[src/rtl/fpm_pkg.sv]
// Shared definitions for the floating-point arithmetic pipelines:
// operand classes, flag positions and format helper functions.
package fpm_pkg;

   typedef enum logic [1:0] {ZERO, NORMAL, INF, NAN} fpm_cls_e;

   localparam int FLAG_OVF  = 0;
   localparam int FLAG_UNF  = 1;
   localparam int FLAG_INV  = 2;
   localparam int NUM_FLAGS = 3;

   function automatic int bias(input int ew);
      return (1 << (ew - 1)) - 1;
   endfunction

   // Canonical quiet NaN, built wide; callers truncate to their operand width.
   function automatic logic [127:0] qnan(input int ew, input int mw);
      logic [127:0] r;
      r = ((128'd1 << ew) - 128'd1) << mw;
      r = r | (128'd1 << (mw - 1));
      return r;
   endfunction

endpackage

[src/rtl/fpm_norm_round.sv]
// Normalise, round and pack a raw mantissa product with special-case override.
// Build option FPM_PIPE_RNE_EN selects round-to-nearest-even; default truncates.
module fpm_norm_round
   import fpm_pkg::*;
#(
   parameter int EW = 8,
   parameter int MW = 23
) (
   input  logic                  sign,
   input  fpm_cls_e              cls_a,
   input  fpm_cls_e              cls_b,
   input  logic signed [EW+1:0]  exp_in,
   input  logic [2*MW+1:0]       prod,
   output logic [EW+MW:0]        res,
   output logic [NUM_FLAGS-1:0]  flags
);

   localparam int PW = 2 * MW + 2;
   localparam logic [EW+MW:0]       QNAN  = (EW + MW + 1)'(qnan(EW, MW));
   localparam logic signed [EW+1:0] EMAX  = {2'b00, {EW{1'b1}}};
   localparam logic signed [EW+1:0] EZERO = '0;
`ifdef FPM_PIPE_RNE_EN
   localparam logic RNE_EN = 1'b1;
`else
   localparam logic RNE_EN = 1'b0;
`endif

   logic [PW-2:0]        norm;
   logic [MW-1:0]        frac;
   logic                 guard, sticky, inc;
   logic [MW:0]          frac_r;
   logic signed [EW+1:0] exp_f;
   logic                 nan_any, inf_any, zero_any;

   always_comb begin
      // Hidden bit dropped: it sits at PW-1 or PW-2 depending on the product range.
      norm     = prod[PW-1] ? prod[PW-2:0] : {prod[PW-3:0], 1'b0};
      frac     = norm[PW-2 -: MW];
      guard    = norm[PW-2-MW];
      sticky   = |norm[PW-3-MW:0];
      inc      = RNE_EN & guard & (sticky | frac[0]);
      frac_r   = {1'b0, frac} + {{MW{1'b0}}, inc};
      exp_f    = exp_in + {{(EW+1){1'b0}}, prod[PW-1]} + {{(EW+1){1'b0}}, frac_r[MW]};

      nan_any  = (cls_a == NAN)  || (cls_b == NAN);
      inf_any  = (cls_a == INF)  || (cls_b == INF);
      zero_any = (cls_a == ZERO) || (cls_b == ZERO);

      res   = {sign, exp_f[EW-1:0], frac_r[MW-1:0]};
      flags = '0;
      if (nan_any || (inf_any && zero_any)) begin
         res             = QNAN;
         flags[FLAG_INV] = 1'b1;
      end else if (inf_any) begin
         res = {sign, {EW{1'b1}}, {MW{1'b0}}};
      end else if (zero_any) begin
         res = {sign, {(EW+MW){1'b0}}};
      end else if (exp_f >= EMAX) begin
         res             = {sign, {EW{1'b1}}, {MW{1'b0}}};
         flags[FLAG_OVF] = 1'b1;
      end else if (exp_f <= EZERO) begin
         res             = {sign, {(EW+MW){1'b0}}};
         flags[FLAG_UNF] = 1'b1;
      end
   end

endmodule

[src/rtl/fpm_pipe.sv]
// Three-stage pipelined FP multiplier: classify/exponent, multiply, normalise/pack.
// Rounding mode chosen at build time by FPM_PIPE_RNE_EN (see fpm_norm_round).
module fpm_pipe
   import fpm_pkg::*;
#(
   parameter int EW = 8,
   parameter int MW = 23,
   parameter int W  = 1 + EW + MW
) (
   input  logic         clk,
   input  logic         rst,
   input  logic         in_valid,
   output logic         in_ready,
   input  logic [W-1:0] a,
   input  logic [W-1:0] b,
   output logic         out_valid,
   input  logic         out_ready,
   output logic [W-1:0] product,
   output logic         flag_ovf,
   output logic         flag_unf,
   output logic         flag_inv
);

   localparam int XW = EW + 2;
   localparam int PW = 2 * MW + 2;
   localparam logic signed [XW-1:0] BIAS = XW'(bias(EW));

   logic                 advance;
   logic [2:0]           vld_q, vld_d;
   logic                 s1_sign_q, s1_sign_d, s2_sign_q, s2_sign_d;
   fpm_cls_e             s1_cls_a_q, s1_cls_a_d, s1_cls_b_q, s1_cls_b_d;
   fpm_cls_e             s2_cls_a_q, s2_cls_a_d, s2_cls_b_q, s2_cls_b_d;
   logic signed [XW-1:0] s1_exp_q, s1_exp_d, s2_exp_q, s2_exp_d;
   logic [MW-1:0]        s1_fa_q, s1_fa_d, s1_fb_q, s1_fb_d;
   logic [PW-1:0]        s2_prod_q, s2_prod_d;
   logic [W-1:0]         product_q, product_d, nr_res;
   logic [NUM_FLAGS-1:0] flags_q, flags_d, nr_flags;

   function automatic fpm_cls_e classify(input logic [EW-1:0] e, input logic [MW-1:0] f);
      if (e == '0) return ZERO;
      if (e == '1) return (f == '0) ? INF : NAN;
      return NORMAL;
   endfunction

   always_comb begin
      advance    = !vld_q[2] || out_ready;
      vld_d      = vld_q;
      s1_sign_d  = s1_sign_q;
      s1_cls_a_d = s1_cls_a_q;
      s1_cls_b_d = s1_cls_b_q;
      s1_exp_d   = s1_exp_q;
      s1_fa_d    = s1_fa_q;
      s1_fb_d    = s1_fb_q;
      s2_sign_d  = s2_sign_q;
      s2_cls_a_d = s2_cls_a_q;
      s2_cls_b_d = s2_cls_b_q;
      s2_exp_d   = s2_exp_q;
      s2_prod_d  = s2_prod_q;
      product_d  = product_q;
      flags_d    = flags_q;
      // Whole pipe moves in lockstep; a stall freezes every stage including the output.
      if (advance) begin
         vld_d      = {vld_q[1:0], in_valid};
         s1_sign_d  = a[W-1] ^ b[W-1];
         s1_cls_a_d = classify(a[W-2 -: EW], a[MW-1:0]);
         s1_cls_b_d = classify(b[W-2 -: EW], b[MW-1:0]);
         s1_exp_d   = $signed({2'b00, a[W-2 -: EW]}) + $signed({2'b00, b[W-2 -: EW]}) - BIAS;
         s1_fa_d    = a[MW-1:0];
         s1_fb_d    = b[MW-1:0];
         s2_sign_d  = s1_sign_q;
         s2_cls_a_d = s1_cls_a_q;
         s2_cls_b_d = s1_cls_b_q;
         s2_exp_d   = s1_exp_q;
         s2_prod_d  = {{(MW+1){1'b0}}, 1'b1, s1_fa_q} * {{(MW+1){1'b0}}, 1'b1, s1_fb_q};
         product_d  = vld_q[1] ? nr_res   : '0;
         flags_d    = vld_q[1] ? nr_flags : '0;
      end
   end

   fpm_norm_round #(.EW(EW), .MW(MW)) u_norm_round (
      .sign   (s2_sign_q),
      .cls_a  (s2_cls_a_q),
      .cls_b  (s2_cls_b_q),
      .exp_in (s2_exp_q),
      .prod   (s2_prod_q),
      .res    (nr_res),
      .flags  (nr_flags)
   );

   always_ff @(posedge clk) begin
      if (rst) begin
         vld_q      <= '0;
         s1_sign_q  <= 1'b0;
         s1_cls_a_q <= ZERO;
         s1_cls_b_q <= ZERO;
         s1_exp_q   <= '0;
         s1_fa_q    <= '0;
         s1_fb_q    <= '0;
         s2_sign_q  <= 1'b0;
         s2_cls_a_q <= ZERO;
         s2_cls_b_q <= ZERO;
         s2_exp_q   <= '0;
         s2_prod_q  <= '0;
         product_q  <= '0;
         flags_q    <= '0;
      end else begin
         vld_q      <= vld_d;
         s1_sign_q  <= s1_sign_d;
         s1_cls_a_q <= s1_cls_a_d;
         s1_cls_b_q <= s1_cls_b_d;
         s1_exp_q   <= s1_exp_d;
         s1_fa_q    <= s1_fa_d;
         s1_fb_q    <= s1_fb_d;
         s2_sign_q  <= s2_sign_d;
         s2_cls_a_q <= s2_cls_a_d;
         s2_cls_b_q <= s2_cls_b_d;
         s2_exp_q   <= s2_exp_d;
         s2_prod_q  <= s2_prod_d;
         product_q  <= product_d;
         flags_q    <= flags_d;
      end
   end

   assign in_ready  = advance;
   assign out_valid = vld_q[2];
   assign product   = product_q;
   assign flag_ovf  = flags_q[FLAG_OVF];
   assign flag_unf  = flags_q[FLAG_UNF];
   assign flag_inv  = flags_q[FLAG_INV];

endmodule

[config.mk]
export PLATFORM = sky130hd
export DESIGN_NAME = fpm_pipe
export DESIGN_NICKNAME = d
export VERILOG_FILES = /design/src/rtl/fpm_pkg.sv /design/src/rtl/fpm_norm_round.sv /design/src/rtl/fpm_pipe.sv
export SDC_FILE = /design/constraint.sdc
export NUM_CORES = 2
export LEC_CHECK = 0
export BUFFER_PORTS_ARGS = -buffer_cell sky130_fd_sc_hd__buf_2
export CAP_MARGIN = 20
export CORE_MARGIN = 3
export CORE_UTILIZATION = 40
export CTS_BUF_LIST = sky130_fd_sc_hd__clkbuf_2
export DETAILED_ROUTE_END_ITERATION = 16
export PLACE_DENSITY = 0.54
export SYNTH_ARGS = -nofsm -noshare
export SYNTH_HDL_FRONTEND = slang
export SYNTH_SLANG_ARGS = --single-unit
export TNS_END_PERCENT = 100
[constraint.sdc]
create_clock -name clk -period 8.2 [get_ports clk]
set_input_delay 0.82 -clock clk [delete_from_list [all_inputs] [get_ports clk]]
set_output_delay 0.82 -clock clk [all_outputs]
set_load 0.02 [all_outputs]
-- Word-level counts from Yosys, hierarchy flattened
Index checks and enable logic that the tools add are counted.
- word-level logic and storage cells: 75
- output and inout bits: 37
- register bits after elaboration: 162
- reduce and logical (&&, ||, !) cells: 13
- $mul: 1
- eq/ne operators: 6
- magnitude comparators: 2
- add/subtract/negate cells: 3
- muxes and demuxes: 35
- bitwise operators: 1
- operators by type and width (operator ; count):
    2-to-1 mux 31 bit ; 4
    2-to-1 mux 32 bit ; 2
    multiplier 24 x 24 -> 48 bit ; 1
    2-to-1 mux 47 bit ; 1
    logical NOT 23 bit ; 2
    2-to-1 mux 2 bit ; 11
    == test 8 bit, second input constant ; 2
    logical NOT 8 bit ; 2
    2-to-1 mux 1 bit ; 16
    adder 10 x 1 -> 10 bit ; 1
    greater-or-equal comparator 10 x 9 -> 1 bit, second input constant ; 1
    less-or-equal comparator 10 x 1 -> 1 bit, second input constant ; 1
    subtractor 9 x 7 -> 10 bit, second input constant ; 1
    adder 8 x 8 -> 9 bit ; 1
    == test 2 bit, second input constant ; 4
    logical OR 1 bit ; 5
    logical NOT 2 bit ; 2
    2-to-1 mux 3 bit ; 1
    logical AND 1 bit ; 1
    logical NOT 1 bit ; 1
    bitwise XOR 1 bit ; 1

-- Depth between registers and ports, before layout
- depth in word-level cells: 8
- depth in mapped cells: 29

-- Modules after synthesis
Synthesis repeated with hierarchy kept, for this count alone.
- cells, all modules: 3025
- area, all modules: 25724.7 µm²
- by module, submodules not included (module ; instances ; area each (µm²) ; cells each):
    fpm_pipe ; 1 ; 24848.8 ; 2900
    fpm_norm_round ; 1 ; 875.8 ; 125

-- Least setup slack after synthesis
Ideal clock, no wire load.
- kind: reg-to-reg
- start: reg s1_fa_q[10]
- end: reg s2_prod_q[41]
- stages on the path, launching flop included: 25
- clock period less this slack: 6623 ps
- path slack: 1577 ps
- library setup time: 120 ps
- data arrival time: 6503 ps
- path through: dfxtp_1 > clkbuf_1 > nand2_1 > fa_1 > fa_1 > inv_1 > fa_1 > inv_1 > fa_1 > inv_1 > fa_1 > fa_1 > inv_1 > fa_1 > inv_1 > ha_1 > a21oi_1 > nand3_1 > nand4_1 > and4bb_2 > o211ai_1 > o21ai_2 > a21oi_1 > mux2_2 > a211o_1
- cells in the longest elaborated chain, start to end: 1
- RTL lines (item ; line ; text):
    start, declared ; fpm_pipe.sv:34 ; logic [MW-1:0] s1_fa_q, s1_fa_d, s1_fb_q, s1_fb_d;
    start signal, assigned ; fpm_pipe.sv:97 ; s1_fa_q <= '0;
    start signal, assigned ; fpm_pipe.sv:112 ; s1_fa_q <= s1_fa_d;
    multiplier 24 x 24 -> 48 bit ; fpm_pipe.sv:74 ; s2_prod_d = {{(MW+1){1'b0}}, 1'b1, s1_fa_q} * {{(MW+1){1'b0}}, 1'b1, s1_fb_q};
    end signal, assigned ; fpm_pipe.sv:118 ; s2_prod_q <= s2_prod_d;
    end, declared ; fpm_pipe.sv:35 ; logic [PW-1:0] s2_prod_q, s2_prod_d;
Every way passes these cells.
A chain may end at the register's enable or synchronous reset.

-- Final worst setup path
- start: reg s1_fb_q[2]
- end: reg s2_prod_q[46]
- cells in the longest elaborated chain, start to end: 1
- RTL lines (item ; line ; text):
    start, declared ; fpm_pipe.sv:34 ;
    start signal, assigned ; fpm_pipe.sv:98 ; s1_fb_q <= '0;
    start signal, assigned ; fpm_pipe.sv:113 ; s1_fb_q <= s1_fb_d;
    multiplier 24 x 24 -> 48 bit ; fpm_pipe.sv:74 ;
Every way passes these cells.

==> impl_results.md <==
- Post-synthesis instance total: 2,782
- Cell Pwr Density: 191.1 nW/um^2
- Die area: 63,520 um^2
- Worst setup path startpoint: s1_fb_q[2]
- Fin crit period: 7633 ps
- Critical path, cell by cell: clkinv_1 > nor2_1 > ha_1 > inv_1 > fa_1 > fa_1 > inv_1 > fa_1 > inv_1 > fa_1 > fa_1 > fa_1 > inv_1 > ha_1 > and3_1 > and4_1 > a211o_1 > o21ai_0 > and3_1 > o211ai_1 > a21oi_2 > xnor2_1 > a22o_1
- Clk sinks: 139
- Crit share post-route: 0.9309
- Row cnt: 89
- Crit path max-delay family: adder cells
- Root buf cell: clkbuf_2
- RSZ-0062 raised after global routing: no
- Ys async rst share: 0
- Vias in the first global route: 20,590
- Worst reg2reg startpoint: s1_fb_q[2]
- Grt total ovfl: 0
- Placed cell areas: 25,680 um^2
- Post-synthesis sequential area ratio: 0.1149
- Syn_nets: 3,518
- VDD IR max: 0.0001828 V
- Hold Path Class: input port to flip-flop
- Crit path buffers/inverters: 5
- Post-CTS Setup Bufs: 0
- Fin nets: 3,566
- Share of layout cells above drive strength 1: 0.08442
- ANT nets after route: 0
- Htree depth: 4
- Total power: 4952 uW
- Final instance area: 25,910 um^2
- Min Hold Slack: 212.9 ps
- CTS Hold Bufs: 0
- Core ar.: 59,460 um^2
- Final core occ: 0.4357
- Crit-path max cell delay: 840 ps
- Most used DFF post-synth: dfxtp_1
- Initial antenna violation count: 3
- Worst slew pin tran: 1112 ps
- Drt initial violations: 1,076
- Synthesized flop and latch total: 139
- CTS-repair resized insts: 0
- LEAKAGE: 0.01273 uW
- Clk slew on worst S/H paths: 340 ps
- CP max stage cell: dfxtp_1
- Crit Path Class: flip-flop to flip-flop
- Slew headroom: 0.2589
- Most frequent cells in the layout: 579 x inv_1, 482 x fa_1, 459 x nand2_1, 244 x and2_1, 186 x ha_1
- Port bufs: 104
- Synth Area per Inst: 8.704 um^2
- GPL Wtd Cong: 0.8973
- Gr usage total: 0.2403
- Outcome: complete, no violations
- Startpoint Class: flip-flop
- Wire per inst: 20.29 um
- TritonRoute pass-1 iters: 5
- WL final: 73.43 mm
- Vias per Instance: 5.209
- Die Y: 252.0 um
- CTS tree: done
- CP Capture Type: flip-flop
- # setup viols final: 0
- Remaining DRCs: 0
- Req. time, crit path: 8870 ps
- Die width: 252.0 um
- Vias: 18,850
- Clock Latency Late Sink: 810 ps
- Commonest non-fill, non-tap cell in the layout: inv_1
- Fmax: 131.0 MHz
- Max Cap Viol: 0
- Setup TNS Final: 0 ps
- Worst EP arrival: 8310 ps
- Worst-path maximum fanout: 17
- Hold Fails Final Rpt: 0
- Most common cell on crit path: fa_1
- Mapped Area: 24,210 um^2
- Num CTS Buffers: 17
- HP Start: a[2]
- Initial Utilization: 0.4072
- Distinct cells, synth: 65
- First-pass GRT wire length: 116.7 mm
- Clock Skew: 103.1 ps
- Final-report max-slew violation count: 0
- Pin count of the biggest net entering global routing: 79
- Worst-case clock buffer depth: 2
- Synth Warn #: 0
- Area grow syn2layout: 7.012%
- HPWL after DPL: 60.68 mm
- # IOs: 105
- Post-synth EDFFs: 0
## state kept, by name, indices dropped and copies added, names as in the netlist, 2 cells and up
name / count
flags_q: 3
s2_cls_a_q: 2
s1_cls_a_q: 2
s2_prod_q: 25
s1_fa_q: 23
vld_q: 3
s2_cls_b_q: 2
s1_cls_b_q: 2
s1_exp_q: 10
s1_fb_q: 23
s2_exp_q: 10
product: 32
## worst register-to-register path: stages (launching register included)
cell and delay (ps):
dfxtp_1 840, clkinv_1 540, nor2_1 210, ha_1 250, inv_1 80, fa_1 430
fa_1 560, inv_1 50, fa_1 500, inv_1 60, fa_1 590, fa_1 460
fa_1 510, inv_1 50, ha_1 370, and3_1 300, and4_1 240, a211o_1 300
o21ai_0 130, and3_1 350, o211ai_1 220, a21oi_2 190, xnor2_1 70, a22o_1 190
## cells in the mapped netlist (7+ instances only)
cell | number | share of area
inv_1 | 580 | 0.090
fa_1 | 482 | 0.40
nand2_1 | 459 | 0.071
and2_1 | 244 | 0.063
ha_1 | 186 | 0.096
dfxtp_1 | 139 | 0.11
clkbuf_1 | 136 | 0.021
a21oi_1 | 130 | 0.027
nor2_1 | 74 | 0.011
o21ai_0 | 30 | 0.0062
xnor2_1 | 24 | 0.0087
mux2i_1 | 23 | 0.0095
a21o_1 | 22 | 0.0068
nand4_1 | 21 | 0.0054
o21ai_2 | 21 | 0.0076
nor4_1 | 19 | 0.0049
a22o_1 | 16 | 0.0058
nand3_1 | 16 | 0.0033
xor2_1 | 15 | 0.0054
a211oi_1 | 12 | 0.0037
and3_1 | 12 | 0.0031
nor3_1 | 12 | 0.0025
a31oi_1 | 11 | 0.0028
o211ai_1 | 8 | 0.0025
o21a_1 | 8 | 0.0025
a22oi_1 | 7 | 0.0022
or3_1 | 7 | 0.0018
## metrics by stage
stage | std cells | setup WS, ps
after floorplan | 2782 | 1577
after global placement | 3584 | 609.9
after detailed placement | 3584 | 605.3
after CTS | 3616 | 579.1
after global routing | 3617 | 187.2
final | 3619 | 566.8
## kinds of logic after synthesis
family	Yosys count	share of synthesized area
AO/OA/AOI/OAI	299	0.07860
multiplexers	24	0.009973
buffers and inverters	728	0.1137
flip-flops	139	0.1149
XOR/XNOR	40	0.01478
AND/OR/NAND/NOR	884	0.1734
adder cells (fa/ha/maj)	668	0.4946
## area by class of cell
cell class	count	area, um^2
multi-input combinational	1915	18690
inverter	582	2185
antenna	3	7.507
fill	5999	33550
clock inverter	14	135.1
timing repair buffer	175	1056
clock buffer	18	90.09
tap	773	967.2
sequential	139	2783
## path summary, 6_finish.rpt
check	end	cells past startpoint	slack, ps
max reg2reg	s2_prod_q[46]	23	570
max	s2_prod_q[46]	23	570
min reg2reg	product[8]	2	470
min	s1_fa_q[2]	3	210
## power breakdown
group | leakage (uW) | internal, uW | switching (uW)
registers | 0.00115 | 760 | 109
logic | 0.0115 | 1430 | 2210
clock network | 0.000138 | 120 | 320
total | 0.0127 | 2310 | 2640
## metal layers
metal / up-vias / share of wire / track usage
met1: 9736 / 0.42 / 0.3119
met3: 88 / 0.044 / 0.02515
met5: - / 0 / 0
li1: 8521 / - / -
met4: 0 / 0.032 / 0.07432
met2: 505 / 0.50 / 0.4239
Power figures use the tool's default switching activity.
